<file path="config.mk">
export PLATFORM = sky130hd
export DESIGN_NAME = dice_race_game_fsm
export DESIGN_NICKNAME = d
export VERILOG_FILES = /design/src/rtl/dice_race_game_fsm.sv
export SDC_FILE = /design/constraint.sdc
export NUM_CORES = 1
export LEC_CHECK = 0
export CORE_MARGIN = 10
export CORE_UTILIZATION = 25
export CTS_CLUSTER_DIAMETER = 100
export DETAILED_ROUTE_END_ITERATION = 10
export PLACE_DENSITY = 0.47
export SYNTH_ARGS = -nofsm -noshare
export SYNTH_HDL_FRONTEND = slang
export SYNTH_SLANG_ARGS = --single-unit
</file>
<file path="constraint.sdc">
create_clock -name clk -period 3.5 [get_ports clk]
set_clock_uncertainty 0.2 [all_clocks]
set_input_delay 0.7 -clock clk [delete_from_list [all_inputs] [get_ports clk]]
set_output_delay 0.7 -clock clk [all_outputs]
set_load 0.005 [all_outputs]
</file>
<file path="src/rtl/dice_race_game_fsm.sv">
// Two-player dice-race turn controller: accepts one colour/step result per roll, animates the piece, detects the win.
// Build option DICE_RACE_OVERSHOOT_BOUNCE_EN: overshooting the finish bounces back (default: clamp on finish).
//
// state       | meaning
// IDLE        | after reset, waits for start_game
// WAIT_ROLL   | waits for the current player's roll_req
// WAIT_RESULT | waits for an acceptable colour result
// MOVE        | one cell per STEP_INTERVAL cycles until steps are used up
// CHECK       | active piece on finish cell -> win
// SWITCH      | hand the turn to the other player
// GAME_OVER   | frozen until start_game
module dice_race_game_fsm #(
    parameter int          TRACK_LEN      = 20,
    parameter int          POS_W          = 5,
    parameter int          STEP_INTERVAL  = 12_500_000,
    parameter logic [15:0] MIN_CONFIDENCE = 16'd100
) (
    input  logic             clk,
    input  logic             reset,
    input  logic             start_game,
    input  logic             roll_req,
    input  logic             color_result_ready,
    input  logic [1:0]       movement_steps,
    input  logic [1:0]       detected_color,
    input  logic [15:0]      color_confidence,
    output logic             current_player,
    output logic [POS_W-1:0] p0_pos,
    output logic [POS_W-1:0] p1_pos,
    output logic [1:0]       steps_remaining,
    output logic [1:0]       last_color,
    output logic             step_tick,
    output logic             game_over,
    output logic             winner,
    output logic [2:0]       fsm_state
);

    localparam int               CNT_W  = (STEP_INTERVAL > 1) ? $clog2(STEP_INTERVAL) : 1;
    localparam logic [CNT_W-1:0] TC     = CNT_W'(STEP_INTERVAL - 1);
    localparam logic [POS_W-1:0] FINISH = POS_W'(TRACK_LEN - 1);

    typedef enum logic [2:0] {
        IDLE        = 3'd0,
        WAIT_ROLL   = 3'd1,
        WAIT_RESULT = 3'd2,
        MOVE        = 3'd3,
        CHECK       = 3'd4,
        SWITCH      = 3'd5,
        GAME_OVER   = 3'd6
    } state_t;

    state_t           state, state_d;
    logic [CNT_W-1:0] cnt, cnt_d;
    logic             player_d, tick_d, over_d, winner_d;
    logic [POS_W-1:0] p0_d, p1_d, active_pos, next_pos;
    logic [1:0]       steps_d, color_d;
`ifdef DICE_RACE_OVERSHOOT_BOUNCE_EN
    logic             dir, dir_d;
`endif

    assign fsm_state  = state;
    assign active_pos = current_player ? p1_pos : p0_pos;

    always_comb begin
        state_d  = state;
        cnt_d    = cnt;
        player_d = current_player;
        p0_d     = p0_pos;
        p1_d     = p1_pos;
        steps_d  = steps_remaining;
        color_d  = last_color;
        tick_d   = 1'b0;
        over_d   = game_over;
        winner_d = winner;
        next_pos = active_pos;
`ifdef DICE_RACE_OVERSHOOT_BOUNCE_EN
        dir_d    = dir;
`endif
        if (start_game) begin
            state_d  = WAIT_ROLL;
            cnt_d    = '0;
            player_d = 1'b0;
            p0_d     = '0;
            p1_d     = '0;
            steps_d  = 2'd0;
            over_d   = 1'b0;
            winner_d = 1'b0;
`ifdef DICE_RACE_OVERSHOOT_BOUNCE_EN
            dir_d    = 1'b0;
`endif
        end else begin
            case (state)
                IDLE: ;
                WAIT_ROLL:
                    if (roll_req) state_d = WAIT_RESULT;
                WAIT_RESULT:
                    if (color_result_ready && movement_steps != 2'd0 &&
                        color_confidence >= MIN_CONFIDENCE) begin
                        steps_d = movement_steps;
                        color_d = detected_color;
                        cnt_d   = '0;
                        state_d = MOVE;
`ifdef DICE_RACE_OVERSHOOT_BOUNCE_EN
                        dir_d   = 1'b0;
`endif
                    end
                MOVE:
                    if (cnt == TC) begin
                        cnt_d   = '0;
                        tick_d  = 1'b1;
                        steps_d = steps_remaining - 2'd1;
`ifdef DICE_RACE_OVERSHOOT_BOUNCE_EN
                        // Once the finish cell is reached with steps left, walk back for the rest of the turn.
                        if (dir || active_pos == FINISH) begin
                            dir_d = 1'b1;
                            if (active_pos != '0) next_pos = active_pos - POS_W'(1);
                        end else begin
                            next_pos = active_pos + POS_W'(1);
                        end
                        if (steps_remaining == 2'd1) state_d = CHECK;
`else
                        if (active_pos != FINISH) next_pos = active_pos + POS_W'(1);
                        if (steps_remaining == 2'd1 || next_pos == FINISH) begin
                            steps_d = 2'd0;
                            state_d = CHECK;
                        end
`endif
                        if (current_player) p1_d = next_pos;
                        else                p0_d = next_pos;
                    end else begin
                        cnt_d = cnt + CNT_W'(1);
                    end
                CHECK:
                    if (active_pos == FINISH) begin
                        over_d   = 1'b1;
                        winner_d = current_player;
                        state_d  = GAME_OVER;
                    end else begin
                        state_d  = SWITCH;
                    end
                SWITCH: begin
                    player_d = ~current_player;
                    state_d  = WAIT_ROLL;
                end
                GAME_OVER: ;
                default: state_d = IDLE;
            endcase
        end
    end

    always_ff @(posedge clk or posedge reset) begin
        if (reset) begin
            state           <= IDLE;
            cnt             <= '0;
            current_player  <= 1'b0;
            p0_pos          <= '0;
            p1_pos          <= '0;
            steps_remaining <= 2'd0;
            last_color      <= 2'd0;
            step_tick       <= 1'b0;
            game_over       <= 1'b0;
            winner          <= 1'b0;
`ifdef DICE_RACE_OVERSHOOT_BOUNCE_EN
            dir             <= 1'b0;
`endif
        end else begin
            state           <= state_d;
            cnt             <= cnt_d;
            current_player  <= player_d;
            p0_pos          <= p0_d;
            p1_pos          <= p1_d;
            steps_remaining <= steps_d;
            last_color      <= color_d;
            step_tick       <= tick_d;
            game_over       <= over_d;
            winner          <= winner_d;
`ifdef DICE_RACE_OVERSHOOT_BOUNCE_EN
            dir             <= dir_d;
`endif
        end
    end

endmodule
</file>
==> results.py <==
metrics = {
    "worst_setup_path": {
        "crit_type": "reg -> reg",
        "end_kind": "flip-flop",
        "start_kind": "flip-flop",
        "cp_max_fo": 14,
        "r2r_start": "cnt[5]$_DFFE_PP0P_",
        "critPathLaunch": "cnt[5]$_DFFE_PP0P_",
        "critPathArrivalTime_ns": 3.06,
        "cp.required_ns": 3.44,
    },
    "route": {
        "routed-via-count": 2184,
        "routed_via_density": 4.74,
        "drt_iter0_drc": 131,
        "drcViolationCount": 0,
        "ant_nets": 0,
        "routedWlPerCell_um": 14.0,
        "routed_wirelength_mm": 6.47,
        "drtPass1Iterations": 4,
    },
    "floorplan": {
        "fp.dieW_um": 121,
        "fp.dieArea_sq_um": 14700,
        "core_area_sq_um": 9860,
        "initial_utilization": 0.259,
        "rows": 36,
        "io_pins": 46,
        "die_h_um": 121,
    },
    "min_path": {
        "hold_class": "reg -> reg",
        "hp-start": "game_over$_DFFE_PP0P_",
    },
    "global_routing": {
        "grt_max_degree": 28,
        "grt-ovfl-total": 0,
        "antenna_found_initial": 0,
        "track_usage": 0.0900,
        "grt_pass1_wl_mm": 11.0,
        "grt_pass1_vias": 2158,
    },
    "synth": {
        "postSynthCellCount": 279,
        "synth_area_leader_cell": "dfrtp_1",
        "syn-cell-area_sq_um": 2550,
        "synth_fp_nets": 307,
        "ys_ff_latch": 45,
        "synth_top_area_frac": 0.441,
        "ys_types": 51,
        "yosys_warnings": 0,
        "yosys-top-cells-area": "dfrtp_1 44%, mux2_2 6.2%, xnor2_1 5.5%, nor2_1 5.3%, nand2_1 3.7%",
        "synthFlopType": "dfrtp_1",
        "avgSynthCellArea_sq_um": 9.15,
        "ys_async_sr_fraction": 1.00,
        "seq_area_frac_synth": 0.441,
        "synth_edf_count": 0,
    },
    "clock_tree": {
        "cts_buffers": 5,
        "cts_tree": "built",
        "clock_latency_ns": 0.30,
        "holdBufCountCts": 0,
        "post_cts_resized": 0,
        "cts_root_buf": "clkbuf_8",
        "clockBufferDepth": 2,
        "cts_setup_buffers": 0,
        "cts.sink_count": 45,
        "clk_pin_slew_ns": 0.09,
        "htreeDepth": 2,
    },
    "power_and_ir_drop": {
        "power.density_nw_per_um2": 449,
        "combPwrFrac": 0.333,
        "p_leak_nw": 1.27,
        "pwr-share-clk": 0.221,
        "ir_drop_mv": 0.154,
        "seqPwrFrac": 0.446,
        "swShare": 0.344,
        "p_sw_w": 0.000503,
        "p_int_w": 0.000958,
    },
    "sta": {
        "fmax_mhz": 321,
        "hold_viol": 0,
        "period_minus_slack_ns": 3.12,
        "min_period_over_period": 0.891,
        "rsz0062_at_grt": "false",
        "drv_slew": 0,
        "setup_tns_ns": 0,
        "fin_ws_ns": 0.381,
        "setup_violations": 0,
        "maxSlewHeadroom": 0.318,
        "tightest_slew_ns": 1.02,
    },
    "final_layout": {
        "fillers": 1030,
        "area_growth_pct": 27.5,
        "antennaDiodeCount": 0,
        "final_nets": 355,
        "seqCellArea_sq_um": 1130,
        "drive_above_1_share": 0.110,
        "multi_input_area_sq_um": 1340,
        "final_cell_count_no_fill": 461,
    },
    "run_status": {
        "outcome": "finished clean",
    },
    "placed_design": {
        "place.gp.congestion": 0.775,
        "portBuffers": 43,
        "dp_slack_ns": 0.327,
        "place_hpwl_mm": 4.89,
        "place_inst": 453,
    },
    "run": {
        "cap_violations": 0,
    },
}
==> power groups by stage <==
stage | clock, W | sequential [W] | combinational [W]
floorplan | 0 | 0.000635 | 0.000299
CTS | 0.000342 | 0.000654 | 0.000496
global placement | 0 | 0.000664 | 0.000490
global route | 0.000364 | 0.000666 | 0.000542
detailed placement | 0 | 0.000665 | 0.000494
finish | 0.000322 | 0.000652 | 0.000487
==> synthesized netlist by cell type (3+ instances only) <==
cell	number
nand2b_1	4
mux2i_1	6
inv_1	12
xnor2_1	16
nand2_1	25
nand4_1	5
a21oi_1	5
o21ai_0	18
clkbuf_1	8
nor4_1	7
o31ai_1	3
ha_1	3
nor2_1	36
dfrtp_1	45
nor3_1	13
nor2b_1	3
nand3_1	12
or3_1	3
mux2_2	14
==> metal layers <==
metal / share of wire / global-route usage
met1: 0.48 / 0.118
met4: 0.0076 / 0.0234
met3: 0.039 / 0.0191
met2: 0.47 / 0.147
met5: 0 / 0
==> flip-flops by register name, indices dropped and copies added (netlist names), 2 cells and up <==
name / flops
fsm_state: 3
steps_remaining: 2
p1_pos: 5
p0_pos: 5
cnt: 24
last_color: 2
==> logic make-up (layout without fill, tap and decap cells) <==
family                     after synthesis  count (layout)  share of synthesized area
AOI/OAI and AO/OA                       49              49                      0.128
adders and majority gates                3               3                     0.0147
buffers and inverters                   22              71                     0.0333
and+or+nand+nor                        123             123                      0.239
DFF                                     45              45                      0.441
xor gates and xnor gates                17              17                     0.0583
muxes                                   20              20                     0.0853
==> worst paths after layout <==
check | to | slack, ns | depth (start not counted)
max in group asynchronous | cnt[11]$_DFFE_PP0P_ | 2.04 | 3
worst max register to register | cnt[12]$_DFFE_PP0P_ | 0.38 | 5
worst min-delay path | game_over$_DFFE_PP0P_ | 0.31 | 2
worst max-delay path | cnt[12]$_DFFE_PP0P_ | 0.38 | 5
min in group asynchronous | p1_pos[1]$_DFFE_PP0P_ | 0.48 | 2
worst min register to register | game_over$_DFFE_PP0P_ | 0.31 | 2
==> cells in the final DEF (no fill, tap or decap), types with 5 or more instances in the layout <==
cell type        count
nand3_1             12
nor3_1              13
mux2_2              14
clkbuf_8             5
nor4_1               7
o21ai_0             18
dfrtp_1             45
nor2_1              36
clkdlybuf4s50_1     43
inv_1               11
xnor2_1             16
buf_4                8
nand4_1              5
nand2_1             25
a21oi_1              5
mux2i_1              6
==> critical path, cell delays in order (launching register included) <==
cell     delay [ns]
dfrtp_1        0.43
or4_1          0.53
or4_4          0.58
o21a_2         0.30
nor2_1         0.80
nor2_1         0.12
==> per-stage QoR <==
step / utilization / hold WS, ns / cell area (sq um) / power [W]
finish: 0.330 / 0.309 / 3260 / 0.00146
global route: 0.330 / 0.333 / 3260 / 0.00157
CTS: 0.330 / 0.315 / 3260 / 0.00149
detailed placement: 0.321 / 0.291 / 3170 / 0.00116
global placement: 0.321 / 0.285 / 3170 / 0.00115
floorplan: - / 0.268 / 2550 / 0.000934
==> layout make-up <==
type / instances / share of cell area
inverter: 12 / 0.0138
sequential: 45 / 0.346
clock inverter: 3 / 0.00538
tap: 133 / 0.0511
multi-input combinational: 212 / 0.412
timing repair buffer: 51 / 0.151
clock buffer: 5 / 0.0211
No activity file was read; power rests on OpenSTA's default activity.
==> edit 1 (same settings) <==
Change the parameter `POS_W` from 5 to 4.
--- a/src/rtl/dice_race_game_fsm.sv
+++ b/src/rtl/dice_race_game_fsm.sv
@@ -13,3 +13,3 @@
     parameter int          TRACK_LEN      = 20,
-    parameter int          POS_W          = 5,
+    parameter int          POS_W          = 4,
     parameter int          STEP_INTERVAL  = 12_500_000,
Ports: changed (resized p0_pos and p1_pos); port bits go from 46 to 44. No check against the original RTL was run, so the function may have changed too.
==> edit 1 against the unedited design <==
- first-iteration DRC count is 40% higher
- wire length is 3.9% higher
- critical endpoint is now cnt[22]$_DFFE_PP0P_
- area after synthesis is 4.3% higher
- critical path depth is 2 higher
- power is 3.0% lower
- final area is 1.3% higher
- sequential cell count is 2 lower
- final cell count stayed put
- worst setup slack better by 0.42 ns
- sequential share of layout area is 2.0 points lower
==> edit 1: results (changes against the unedited design) <==
| Metric | Value |
|---|---|
| Final net count | `352 (-0.85%)` |
| DR WL met3 | `337 microns (+34%)` |
| Dpl hpwl | `5120 microns (+4.7%)` |
| First-iteration detailed-routing DRC count | `184 (+40%)` |
| Share of layout cells above drive strength 1 | `0.1477 (+0.03794)` |
| Slowest-stage cell, CP | `clkdlybuf4s50_1` |
| DP Cell Count | `453 (unchanged)` |
| Via density | `4.792 (+1.1%)` |
| Reg-to-Reg Start | `current_player$_DFFE_PP0P_` |
| Comb power frac | `0.339 (+0.006)` |
| Logic power comb | `0.481 mW (-1%)` |
| Crit-path max FO | `21 (+7)` |
| Reg power frac | `0.423 (-0.023)` |
| Clk slew on worst S/H paths | `0.11 ns (+0.02 ns)` |
| M1 GR Usage | `0.1208 (+0.003145)` |
| P_leak | `1.255 nW (-1.2%)` |
| Largest net degree at the start of global routing | `25 (-11%)` |
| Clock Path Buffers | `2 (unchanged)` |
| Met2 Use GR | `0.1498 (+0.003202)` |
| N_diodes | `0 (unchanged)` |
| Commonest cells post-synth | `43 x dfrtp_1, 39 x nor2_1, 18 x nand2_1, 18 x o21ai_0, 17 x nor3_1` |
| First-pass GRT wire length | `11530 microns (+5.2%)` |
| Synth unique cells | `59 (+16%)` |
| Fill count | `1083 (+5.1%)` |
| Mean post-synth cell area | `9.548 sq um (+4.3%)` |
| Worst R2R Setup Slack | `0.85 ns (+0.47 ns)` |
| M1 wire length | `3085 microns (-1.4%)` |
| Vias in the first global route | `2258 (+4.6%)` |
| Worst hold margin | `0.3211 ns (+0.01230 ns)` |
| Worst setup endpoint | `cnt[22]$_DFFE_PP0P_` |
| WHS Path Cells | `1 (-1)` |
| Worst setup startpoint | `start_game` |
| Maximum VDD drop | `0.1697 mV (+9.8%)` |
| Sequential fraction of the synthesis area | `0.4039 (-0.03701)` |
| Placer Congestion | `0.8194 (+5.8%)` |
| Top flop regs | `cnt: 24 flops, p0_pos: 4 flops, p1_pos: 4 flops` |
| Post-route cell area | `0.003301 sq mm (+1.3%)` |
| Critical path's largest stage delay | `0.50 ns (-0.30 ns)` |
| GRT Overall Usage | `0.09204 (+0.002061)` |
| Slew margin rel. | `0.5943 (+0.2763)` |
| # port buffers | `41 (-4.7%)` |
| Hold Startpoint | `last_color[0]$_DFFE_PP0P_` |
| Worst slack, placed | `0.4711 ns (+0.1440 ns)` |
| Worst path top cell family by delay | `buffers and inverters` |
| Sw power | `0.4936 mW (-1.9%)` |
| Reg-to-Reg End | `fsm_state[1]$_DFFE_PP0P_` |
| WHS Endpoint | `last_color[0]$_DFFE_PP0P_` |
| Outcome | `finished clean` |
| GRT met3 Usage | `0.02188 (+0.002799)` |
| Setup ws final | `0.8046 ns (+0.4234 ns)` |
| Routed length per instance | `14.59 microns (+3.9%)` |
| Synth top area cells | `dfrtp_1 40%, nor2_1 5.5%, xnor2_1 5.3%, mux2_2 5.1%, o21ai_0 3.4%` |
| Area post-placement | `0.003207 sq mm (+1.1%)` |
| WL met2 | `3271 microns (+7.5%)` |
| Reg2Reg Depth | `8 (+3)` |
## edit 1: cell count changes in the layout (fill, tap and decap cells not counted), moves of 3 or more
cell | before | now
a21oi_1 | 5 | 8
a2bb2oi_1 | 0 | 3
mux2i_1 | 6 | 2
nand2_1 | 25 | 18
nor2_1 | 36 | 39
nor3_1 | 13 | 17
## edit 1: kinds of logic (layout without fill, tap and decap cells)
group / after synthesis / after routing / share of synthesized area
flip-flops: 43 / 43 / 0.4039
buffers and inverters: 21 / 67 / 0.05072
XOR/XNOR: 18 / 18 / 0.05918
multiplexers: 15 / 15 / 0.06388
AND/OR/NAND/NOR: 128 / 128 / 0.2644
AO/OA/AOI/OAI: 51 / 51 / 0.1437
adder cells (fa/ha/maj): 3 / 3 / 0.01409
## edit 1: cell type report
class / count / area share
Multi-Input combinational cell: 215 / 0.4401
Sequential cell: 43 / 0.3260
Timing Repair Buffer: 49 / 0.1425
Tap cell: 136 / 0.05155
Clock buffer: 5 / 0.02085
Inverter: 10 / 0.01137
Clock inverter: 3 / 0.007581
==> edit 2 (config.mk and constraints unchanged) <==
Without the edit above. Make the reset (`reset`) synchronous in one clocked block.
--- a/src/rtl/dice_race_game_fsm.sv
+++ b/src/rtl/dice_race_game_fsm.sv
@@ -149,3 +149,3 @@
 
-    always_ff @(posedge clk or posedge reset) begin
+    always_ff @(posedge clk) begin
         if (reset) begin
Formal check against the unedited RTL: differs if reset is asserted again (counterexample within 4 cycles, from zero or initial values and one cycle with reset high); with reset held inactive, the same outputs for 10 cycles.
==> edit 2 against the unedited design <==
- register-to-register slack better by 0.56 ns
- wire length up 14%
- area after synthesis shrank 0.98%
- synthesized cell count grew 9.0%
- sequential cell count is the same
- worst setup slack improved by 0.50 ns
- final area shrank 1.4%
Power is not compared: it rests on default switching activity, and its combinational part moved more than twofold at a synthesized area within 25%.
==> edit 2: results (changes against the unedited design) <==
| Metric | Value |
|---|---|
| Dpl hpwl | `5407 microns (+11%)` |
| Clock Path Buffers | `2 (unchanged)` |
| Worst path top cell family by delay | `buffers and inverters` |
| Top_reg_cell synth | `dfxtp_1` |
| Min Tclk post-route | `2.618 ns (-0.5012 ns)` |
| Commonest cells post-synth | `45 x dfxtp_1, 27 x nand2_1, 24 x a21oi_1, 24 x nor2_1, 16 x nand3_1` |
| Post-cts gate resize count | `0 (unchanged)` |
| Final net count | `376 (+5.9%)` |
| First-iteration detailed-routing DRC count | `150 (+15%)` |
| Fill count | `1077 (+4.6%)` |
| Routed length per instance | `15.29 microns (+8.9%)` |
| Critical path's largest stage delay | `0.65 ns (-0.15 ns)` |
| First-pass GRT wire length | `12330 microns (+12%)` |
| Largest net degree at the start of global routing | `21 (-25%)` |
| Synth top area cells | `dfxtp_1 36%, a21oi_1 4.8%, nand2_1 4.0%, nor2_1 3.6%, o31ai_1 3.6%` |
| GRT Overall Usage | `0.1016 (+0.01162)` |
| Vias in the first global route | `2382 (+10%)` |
| Slowest-stage cell, CP | `or4_2` |
| H-Tree Depth | `2 (unchanged)` |
| Routed via count | `2473 (+13%)` |
| Slew margin rel. | `0.5967 (+0.2787)` |
| Share of layout cells above drive strength 1 | `0.09169 (-0.01807)` |
| Sequential fraction of the synthesis area | `0.3563 (-0.08470)` |
| Share of flip-flops with an asynchronous set or reset | `0 (-1.000)` |
| Hold crit path type | `reg2reg` |
| Syn nets | `332 (+8.1%)` |
| Synth unique cells | `60 (+18%)` |
| Outcome | `finished clean` |
| Crit-path max FO | `18 (+4)` |
| Placer Congestion | `0.7763 (+0.19%)` |
| Data arrival, critical path | `2.66 ns (-0.40 ns)` |
==> edit 2: cell count changes in the layout (fill, tap and decap cells not counted), moves of 6 or more <==
cell	delta
dfrtp_1	-45
dfxtp_1	+45
a21oi_1	+19
xnor2_1	-16
mux2_2	-12
nor2_1	-12
nor3_1	-9
o31ai_1	+9
or3_1	+8
or4_1	+8
a311oi_1	+6
==> edit 2: power breakdown <==
group / switching [mW] / total, mW / internal [mW] / leakage, nW
logic: 0.0274 / 0.0615 / 0.0341 / 0.522
clock network: 0.187 / 0.420 / 0.233 / 0.0585
registers: 0.00364 / 0.517 / 0.513 / 0.363
total: 0.218 / 0.998 / 0.780 / 0.944
==> edit 2: path summary, 6_finish.rpt <==
check        depth (start not counted)                      to                      start  slack (ns)
max                                  7    cnt[16]$_SDFFE_PP0P_          movement_steps[0]        0.88
min                                  1    cnt[23]$_SDFFE_PP0P_       cnt[23]$_SDFFE_PP0P_        0.28
max reg2reg                          5  p1_pos[2]$_SDFFE_PP0P_  fsm_state[1]$_SDFFE_PP0P_        0.94
min reg2reg                          1    cnt[23]$_SDFFE_PP0P_       cnt[23]$_SDFFE_PP0P_        0.28
==> edit 2: layout make-up <==
type	count	share of cell area
Multi-Input combinational cell	237	0.4706
Sequential cell	45	0.2805
Timing Repair Buffer	50	0.1504
Tap cell	133	0.05181
Clock buffer	7	0.02688
Inverter	9	0.01052
Clock inverter	1	0.009349
==> edit 2: worst reg2reg max path: cells and delay by family (launching register included) <==
kind,cells,cell delay [ns]
AOI/OAI and AO/OA,1,0.13
DFF,1,0.44
and+or+nand+nor,4,1.72
==> edit 2: logic make-up (layout without fill, tap and decap cells) <==
logic type / after synthesis / in the layout / share of synthesized area
mux: 9 / 9 / 0.03662
buf+inv: 22 / 67 / 0.04601
fa+ha+maj: 3 / 3 / 0.01485
compound gates: 84 / 84 / 0.2177
flops: 45 / 45 / 0.3563
simple gates: 140 / 140 / 0.3251
xor+xnor: 1 / 1 / 0.003464
==> edit 2: metal layers <==
layer	vias to the layer above	GRT usage	wire, microns
met4	0	0.02489	54
met3	7	0.02466	304
met5	-	0	0
met1	1165	0.1313	3562
met2	43	0.1659	3450
li1	1258	-	-
==> edit 2: through the flow <==
| step | setup slack (ns) | cell area (sq um) | util | std cells |
|---|---|---|---|---|
| 6_report | 0.8824 | 3212 | 0.3271 | 482 |
| 5_1_grt | 0.6517 | 3212 | 0.3271 | 482 |
| 4_1_cts | 0.8795 | 3212 | 0.3271 | 482 |
| 3_5_place_dp | 0.5523 | 3095 | 0.3152 | 474 |
| 3_3_place_gp | 0.5648 | 3095 | 0.3152 | 474 |
| 2_1_floorplan | 1.076 | 2529 | - | 304 |
